### config.mk
export PLATFORM = sky130hd
export DESIGN_NAME = spi_ram_burst_flat
export DESIGN_NICKNAME = d
export VERILOG_FILES = /design/src/rtl/spi_ram_pkg.sv /design/src/rtl/spi_ram_burst_if.sv /design/src/rtl/spi_ram_sp_array.sv /design/src/rtl/spi_ram_burst.sv /design/src/flat_wrapper.sv
export SDC_FILE = /design/constraint.sdc
export NUM_CORES = 2
export LEC_CHECK = 0
export CAP_MARGIN = 15
export CORE_MARGIN = 2
export CORE_UTILIZATION = 35
export CTS_CLUSTER_DIAMETER = 200
export DETAILED_ROUTE_END_ITERATION = 8
export HOLD_SLACK_MARGIN = 0.02
export PLACE_DENSITY_LB_ADDON = 0.3
export SYNTH_ARGS = -nofsm -noshare
export SYNTH_HDL_FRONTEND = slang
export SYNTH_SLANG_ARGS = --single-unit
### constraint.sdc
create_clock -name clk -period 2.9 [get_ports clk]
set_clock_uncertainty 0.1 [all_clocks]
set_input_delay 0.87 -clock clk [delete_from_list [all_inputs] [get_ports clk]]
set_output_delay 0.87 -clock clk [all_outputs]
set_load 0.005 [all_outputs]
### src/rtl/spi_ram_pkg.sv
// Shared opcode constants and FSM state type for the SPI RAM burst block.
// No logic, no latency.
// No flow control.
package spi_ram_pkg;

    localparam logic [1:0] OP_WR_ADDR  = 2'b00;
    localparam logic [1:0] OP_WR_DATA  = 2'b01;
    localparam logic [1:0] OP_RD_ADDR  = 2'b10;
    localparam logic [1:0] OP_RD_BURST = 2'b11;

    typedef enum logic [1:0] {
        ST_IDLE    = 2'd0,
        ST_FETCH   = 2'd1,
        ST_PRESENT = 2'd2
    } state_e;

endpackage

### src/rtl/spi_ram_burst_if.sv
// Command/response bundle between the SPI slave shift logic and the RAM block.
// Wires only, no latency.
// Response side uses tx_valid/tx_ready; command side has no backpressure (busy/cmd_drop).
interface spi_ram_burst_if #(
    parameter int DATA_W = 8
);
    logic              rx_valid;
    logic [DATA_W+1:0] din;
    logic              tx_ready;
    logic [DATA_W-1:0] dout;
    logic              tx_valid;
    logic              busy;
    logic              cmd_drop;
    logic              addr_err;

    modport master (
        output rx_valid, din, tx_ready,
        input  dout, tx_valid, busy, cmd_drop, addr_err
    );

    modport slave (
        input  rx_valid, din, tx_ready,
        output dout, tx_valid, busy, cmd_drop, addr_err
    );
endinterface

### src/rtl/spi_ram_sp_array.sv
// Single-port RAM, synchronous write, registered read; out-of-range writes dropped, reads give 0.
// Read data valid one cycle after re.
// No backpressure; caller sequences we/re.
module spi_ram_sp_array #(
    parameter int DATA_W    = 8,
    parameter int ADDR_W    = 8,
    parameter int MEM_DEPTH = 256
) (
    input  logic              clk,
    input  logic              rst_n,
    input  logic              we,
    input  logic              re,
    input  logic [ADDR_W-1:0] addr,
    input  logic [DATA_W-1:0] wdata,
    output logic [DATA_W-1:0] rdata
);
    localparam logic [ADDR_W:0] DEPTH_C = (ADDR_W+1)'(MEM_DEPTH);

    logic [DATA_W-1:0] mem [MEM_DEPTH];
    logic [DATA_W-1:0] rdata_d, rdata_q;
    logic              addr_ok;

    assign addr_ok = ({1'b0, addr} < DEPTH_C);

    always_ff @(posedge clk) begin
        if (we && addr_ok) begin
            mem[addr] <= wdata;
        end
    end

    always_comb begin
        rdata_d = rdata_q;
        if (re) begin
            rdata_d = addr_ok ? mem[addr] : '0;
        end
    end

    // Output register is reset so dout reads 0 out of reset; contents are not.
    always_ff @(posedge clk or negedge rst_n) begin
        if (!rst_n) begin
            rdata_q <= '0;
        end else begin
            rdata_q <= rdata_d;
        end
    end

    assign rdata = rdata_q;

endmodule

### src/rtl/spi_ram_burst.sv
// SPI command decoder driving a single-port RAM with auto-increment writes and counted burst reads.
// First read word valid 2 edges after the burst command; one word per 2 cycles thereafter.
// Words held until tx_ready; commands arriving while busy are discarded and flagged on cmd_drop.
module spi_ram_burst
    import spi_ram_pkg::*;
#(
    parameter int DATA_W    = 8,
    parameter int ADDR_W    = 8,
    parameter int MEM_DEPTH = 256,
    parameter bit AUTO_INC  = 1'b1
) (
    input  logic           clk,
    input  logic           rst_n,
    spi_ram_burst_if.slave bus
);
    localparam logic [ADDR_W:0]   DEPTH_C = (ADDR_W+1)'(MEM_DEPTH);
    localparam logic [ADDR_W-1:0] LAST_C  = ADDR_W'(MEM_DEPTH - 1);

    function automatic logic in_range(input logic [ADDR_W-1:0] a);
        return ({1'b0, a} < DEPTH_C);
    endfunction

    // Wraps at the end of the array; out-of-range addresses just roll modulo 2**ADDR_W.
    function automatic logic [ADDR_W-1:0] next_addr(input logic [ADDR_W-1:0] a);
        return (a == LAST_C) ? '0 : a + 1'b1;
    endfunction

    state_e            state_d, state_q;
    logic [ADDR_W-1:0] wr_addr_d, wr_addr_q;
    logic [ADDR_W-1:0] rd_addr_d, rd_addr_q;
    logic [7:0]        rem_d, rem_q;
    logic              tx_valid_d, tx_valid_q;
    logic              busy_d, busy_q;
    logic              cmd_drop_d, cmd_drop_q;
    logic              addr_err_d, addr_err_q;

    logic              mem_we, mem_re;
    logic [ADDR_W-1:0] mem_addr;
    logic [1:0]        opcode;
    logic [DATA_W-1:0] payload;

    assign opcode  = bus.din[DATA_W+1:DATA_W];
    assign payload = bus.din[DATA_W-1:0];

    always_comb begin
        state_d    = state_q;
        wr_addr_d  = wr_addr_q;
        rd_addr_d  = rd_addr_q;
        rem_d      = rem_q;
        tx_valid_d = tx_valid_q;
        busy_d     = busy_q;
        cmd_drop_d = 1'b0;
        addr_err_d = 1'b0;
        mem_we     = 1'b0;
        mem_re     = 1'b0;
        mem_addr   = wr_addr_q;

        case (state_q)
            ST_IDLE: begin
                if (bus.rx_valid) begin
                    case (opcode)
                        OP_WR_ADDR: wr_addr_d = payload[ADDR_W-1:0];
                        OP_WR_DATA: begin
                            mem_we     = in_range(wr_addr_q);
                            addr_err_d = !in_range(wr_addr_q);
                            if (AUTO_INC) begin
                                wr_addr_d = next_addr(wr_addr_q);
                            end
                        end
                        OP_RD_ADDR: rd_addr_d = payload[ADDR_W-1:0];
                        default: begin
                            rem_d   = payload[7:0];
                            busy_d  = 1'b1;
                            state_d = ST_FETCH;
                        end
                    endcase
                end
            end
            ST_FETCH: begin
                mem_re     = 1'b1;
                mem_addr   = rd_addr_q;
                addr_err_d = !in_range(rd_addr_q);
                tx_valid_d = 1'b1;
                state_d    = ST_PRESENT;
            end
            default: begin
                if (bus.tx_ready) begin
                    tx_valid_d = 1'b0;
                    if (rem_q == 8'd0) begin
                        busy_d  = 1'b0;
                        state_d = ST_IDLE;
                    end else begin
                        rem_d     = rem_q - 8'd1;
                        rd_addr_d = next_addr(rd_addr_q);
                        state_d   = ST_FETCH;
                    end
                end
            end
        endcase

        // busy_q covers both burst states, so any command there is lost.
        if (busy_q && bus.rx_valid) begin
            cmd_drop_d = 1'b1;
        end
    end

    always_ff @(posedge clk or negedge rst_n) begin
        if (!rst_n) begin
            state_q    <= ST_IDLE;
            wr_addr_q  <= '0;
            rd_addr_q  <= '0;
            rem_q      <= '0;
            tx_valid_q <= 1'b0;
            busy_q     <= 1'b0;
            cmd_drop_q <= 1'b0;
            addr_err_q <= 1'b0;
        end else begin
            state_q    <= state_d;
            wr_addr_q  <= wr_addr_d;
            rd_addr_q  <= rd_addr_d;
            rem_q      <= rem_d;
            tx_valid_q <= tx_valid_d;
            busy_q     <= busy_d;
            cmd_drop_q <= cmd_drop_d;
            addr_err_q <= addr_err_d;
        end
    end

    spi_ram_sp_array #(
        .DATA_W    (DATA_W),
        .ADDR_W    (ADDR_W),
        .MEM_DEPTH (MEM_DEPTH)
    ) u_array (
        .clk   (clk),
        .rst_n (rst_n),
        .we    (mem_we),
        .re    (mem_re),
        .addr  (mem_addr),
        .wdata (payload),
        .rdata (bus.dout)
    );

    assign bus.tx_valid = tx_valid_q;
    assign bus.busy     = busy_q;
    assign bus.cmd_drop = cmd_drop_q;
    assign bus.addr_err = addr_err_q;

endmodule

### src/flat_wrapper.sv
// flat-port wrapper written by rule: the top's interface ports become plain ports
module spi_ram_burst_flat import spi_ram_pkg::*;
#(
    parameter int DATA_W    = 8,
    parameter int ADDR_W    = 8,
    parameter int MEM_DEPTH = 256,
    parameter bit AUTO_INC  = 1'b1
)
  (clk, rst_n, bus_rx_valid, bus_din, bus_tx_ready, bus_dout, bus_tx_valid, bus_busy, bus_cmd_drop, bus_addr_err);
  spi_ram_burst_if #(.DATA_W(DATA_W)) bus_i ();
  input  logic clk;
  input  logic rst_n;
  input wire logic [$bits(bus_i.rx_valid)-1:0] bus_rx_valid;
  input wire logic [$bits(bus_i.din)-1:0] bus_din;
  input wire logic [$bits(bus_i.tx_ready)-1:0] bus_tx_ready;
  output wire logic [$bits(bus_i.dout)-1:0] bus_dout;
  output wire logic [$bits(bus_i.tx_valid)-1:0] bus_tx_valid;
  output wire logic [$bits(bus_i.busy)-1:0] bus_busy;
  output wire logic [$bits(bus_i.cmd_drop)-1:0] bus_cmd_drop;
  output wire logic [$bits(bus_i.addr_err)-1:0] bus_addr_err;
  assign bus_i.rx_valid = bus_rx_valid;
  assign bus_i.din = bus_din;
  assign bus_i.tx_ready = bus_tx_ready;
  assign bus_dout = bus_i.dout;
  assign bus_tx_valid = bus_i.tx_valid;
  assign bus_busy = bus_i.busy;
  assign bus_cmd_drop = bus_i.cmd_drop;
  assign bus_addr_err = bus_i.addr_err;
  spi_ram_burst #(.DATA_W(DATA_W), .ADDR_W(ADDR_W), .MEM_DEPTH(MEM_DEPTH), .AUTO_INC(AUTO_INC)) u_core (.clk(clk), .rst_n(rst_n), .bus(bus_i));
endmodule
==> flow_summary.ini <==
[status]
status = complete, but fails checks
violations = setup timing

[setup_path]
endpoint_kind = flop
worst-path-buf-inv = 6
worstSetupStartpointType = flop
cp_slowest_stage_delay_ns = 0.40
path_cells = and2b_4 > buf_12 > mux2i_4 > buf_12 > nand2_4 > buf_12 > buf_4 > buf_4 > a221oi_1 > a21oi_1 > a21oi_1 > buf_4 > o211ai_1 > o32a_1
cp_max_fo = 6
critPathTopFamily = compound AO/OA/AOI/OAI gates
critPathRequiredTime_ns = 3.56
path_class = flop to flop
arrival_ns = 4.10
crit_slowest_cell = dfrtp_1

[global_route]
grt-ovfl-total = 0
grt_antenna_before_repair = 4
grtUsageTotal = 0.221
grt_pass1_vias = 50000
grt_max_degree = 95
grt_pass1_wl_um = 368000

[pwr]
power_density_nw_per_um2 = 1090
seqPwrFrac = 0.301
p_int_w = 0.0694
ir_drop_mv = 0.640
p_leak_nw = 33.8
p_clk_frac = 0.238
swShare = 0.382
power_frac_comb = 0.461
p_sw_w = 0.0429

[finish]
stdcell_area_sq_um = 103000
fin_nets = 5671
final_cells = 8826
fin_util = 0.458
drive_above_1_share = 0.316
area_growth_pct = 30.3

[logic_synthesis]
synth.distinct_cells = 68
synth-simple-area-share = 0.0521
syn_area_sq_um = 79000
seq_area_frac_synth = 0.790
synth.area.top_cells = edfxtp_1, a22oi_1, nand3_1
synth.area.mux_share = 0.00163
yosysMostFrequentCell = edfxtp_1
synth_top_family_by_area = compound AO/OA/AOI/OAI gates
synthXorXnorAreaFrac = 0
netlist_instances = 4659
yosysWarnings = 0
synth_seq_cells = 2085
synth_edf_count = 2048
synth_adder_area_share = 0.000475
syn_nets = 4676
synth_compound_area_frac = 0.130
ys_async_sr_fraction = 0.0177
synthTopCellsByCount = edfxtp_1, a22oi_1, nand3_1
synth_top_area_frac = 0.778
synthFlopType = edfxtp_1
synth_top_area_cell = edfxtp_1
syn_area_per_cell_sq_um = 17.0

[place]
dpl-instance-area_sq_um = 90900
port_buffers = 24
gp_congestion = 0.897
numPlacedInstances = 8296
place_hpwl_um = 162000

[cts]
clockRootBuffer = clkbuf_16
clock_sinks = 2085
clockBufferDepth = 3
clock_latency_ns = 0.85
cts_tree = done
clkTransAtPathRegs_ns = 0.07
htreeDepth = 4
numCtsBuffers = 210

[min_path]
holdCritPathClass = input pin to flop

[floorplanning]
initial_utilization = 0.352
dieArea_sq_um = 230000
core_area_sq_um = 225000
ios = 26
die-height_um = 479
chipWidth_um = 479
row_count = 174

[sta]
worst_pin_slew_ns = 0.637
setup-tns-final_ns = -31.35
hold_viol_final = 0
holdWs_ns = 0.281
slew_headroom = 0.575
finalMaxSlewViolations = 0
rsz0062_at_grt = true
post-route-period-util = 1.19
fmax_mhz = 290
min_period_ns = 3.44
setup_slack_ns = -0.544
finalSetupViolations = 582

[flow_run]
cap_violations = 0

[drt]
dr.pass1.iters = 8
wl_per_cell_um = 29.7
drtIter0Drc = 6796
routed_wl_um = 262000
drc = 0
ant_nets = 0
vias = 51100
viasPerCell = 5.79
==> area by class of cell <==
cell class	instances	area, sq um
repair buffers	1139	12800
clock inverters	140	1420
fillers	19100	122000
clock buffers	247	5390
flip-flops and latches	2085	62400
diodes	5	12.5
well taps	2992	3740
multi-input cells	2202	17100
inverters	16	60.1
==> through the flow <==
| step | total power [W] | setup WS [ns] |
|---|---|---|
| 2_1_floorplan | 0.0536 | -0.159 |
| 3_3_place_gp | 0.0763 | -0.837 |
| 3_5_place_dp | 0.0764 | -0.850 |
| 4_1_cts | 0.109 | -0.439 |
| 5_1_grt | 0.115 | -0.541 |
| 6_report | 0.112 | -0.544 |
==> cell families (layout without fill, tap and decap cells) <==
kind of cell,count (synthesis),in the layout
flops,2085,2085
compound gates,1313,1314
simple gates,876,876
buf+inv,373,1542
mux,8,8
fa+ha+maj,3,3
other cells,1,6
==> flip-flops by register name, summed over array words and instances, names as in the netlist <==
name and flops:
u_core.u_array.rdata 8, u_core.bus.busy 1, u_core.bus.tx_valid 1, u_core.state_q 2, u_core.bus.cmd_drop 1, u_core.rd_addr_q 8, u_core.rem_q 8, u_core.u_array.mem 2048
u_core.wr_addr_q 8
==> power groups by stage <==
stage | clock network (W) | logic, W | registers, W
after global placement | 0 | 0.0419 | 0.0344
final | 0.0267 | 0.0518 | 0.0338
after floorplan | 0 | 0.0194 | 0.0342
after CTS | 0.0270 | 0.0484 | 0.0338
after global routing | 0.0282 | 0.0535 | 0.0338
after detailed placement | 0 | 0.0420 | 0.0344
==> layer usage <==
layer	global-route usage	part of all wire	up-vias
met3	0.0426	0.087	469
met4	0.0926	0.044	0
li1	-	-	21500
met2	0.348	0.47	2625
met5	0	0	-
met1	0.299	0.40	26500
==> path summary, 6_finish.rpt <==
path	start	cells past startpoint	endpoint	slack (ns)
max	u_core.state_q[1]	14	u_core.u_array.rdata[5]	-0.54
min	bus_din[4]	1	u_core.u_array.mem[35][4]	0.28
max reg2reg	u_core.state_q[1]	14	u_core.u_array.rdata[5]	-0.54
min reg2reg	u_core.rem_q[7]	2	u_core.rem_q[7]	0.41
max in group asynchronous	rst_n	3	u_core.wr_addr_q[1]	1.34
min in group asynchronous	rst_n	2	u_core.u_array.rdata[3]	0.52
==> repair_timing <==
| action | in CTS | in global routing |
|---|---|---|
| gates cloned | 26 | 9 |
| pin swaps | 90 | 109 |
| buffers inserted | 77 | 39 |
| setup endpoints to repair | 1947 | 1470 |
| hold buffers | 1 | 0 |
| endpoints found under the hold margin | 7 | 0 |
| resized for setup | 352 | 401 |
==> layout by cell type (no fill, tap or decap), types with 21 or more instances in the layout <==
| master | synthesis | final |
|---|---|---|
| a221oi_2 | 4 | 48 |
| nor2_2 | 0 | 80 |
| a221o_1 | 154 | 154 |
| buf_6 | 33 | 157 |
| nand4_1 | 21 | 21 |
| a221oi_1 | 171 | 123 |
| buf_4 | 48 | 697 |
| clkinv_2 | 0 | 41 |
| clkbuf_16 | 0 | 219 |
| buf_16 | 0 | 36 |
| a21oi_1 | 81 | 71 |
| nand3_1 | 330 | 314 |
| dfrtp_1 | 37 | 29 |
| buf_8 | 0 | 26 |
| o21ai_0 | 36 | 28 |
| clkbuf_1 | 97 | 37 |
| buf_12 | 0 | 190 |
| a31oi_1 | 36 | 31 |
| and3_1 | 34 | 33 |
| a22oi_1 | 682 | 665 |
| nand2_1 | 87 | 67 |
| clkinv_1 | 0 | 51 |
| edfxtp_1 | 2048 | 2048 |
| nor2_1 | 296 | 131 |
| nor2_4 | 0 | 85 |
No activity file was read; power rests on OpenSTA's default activity.
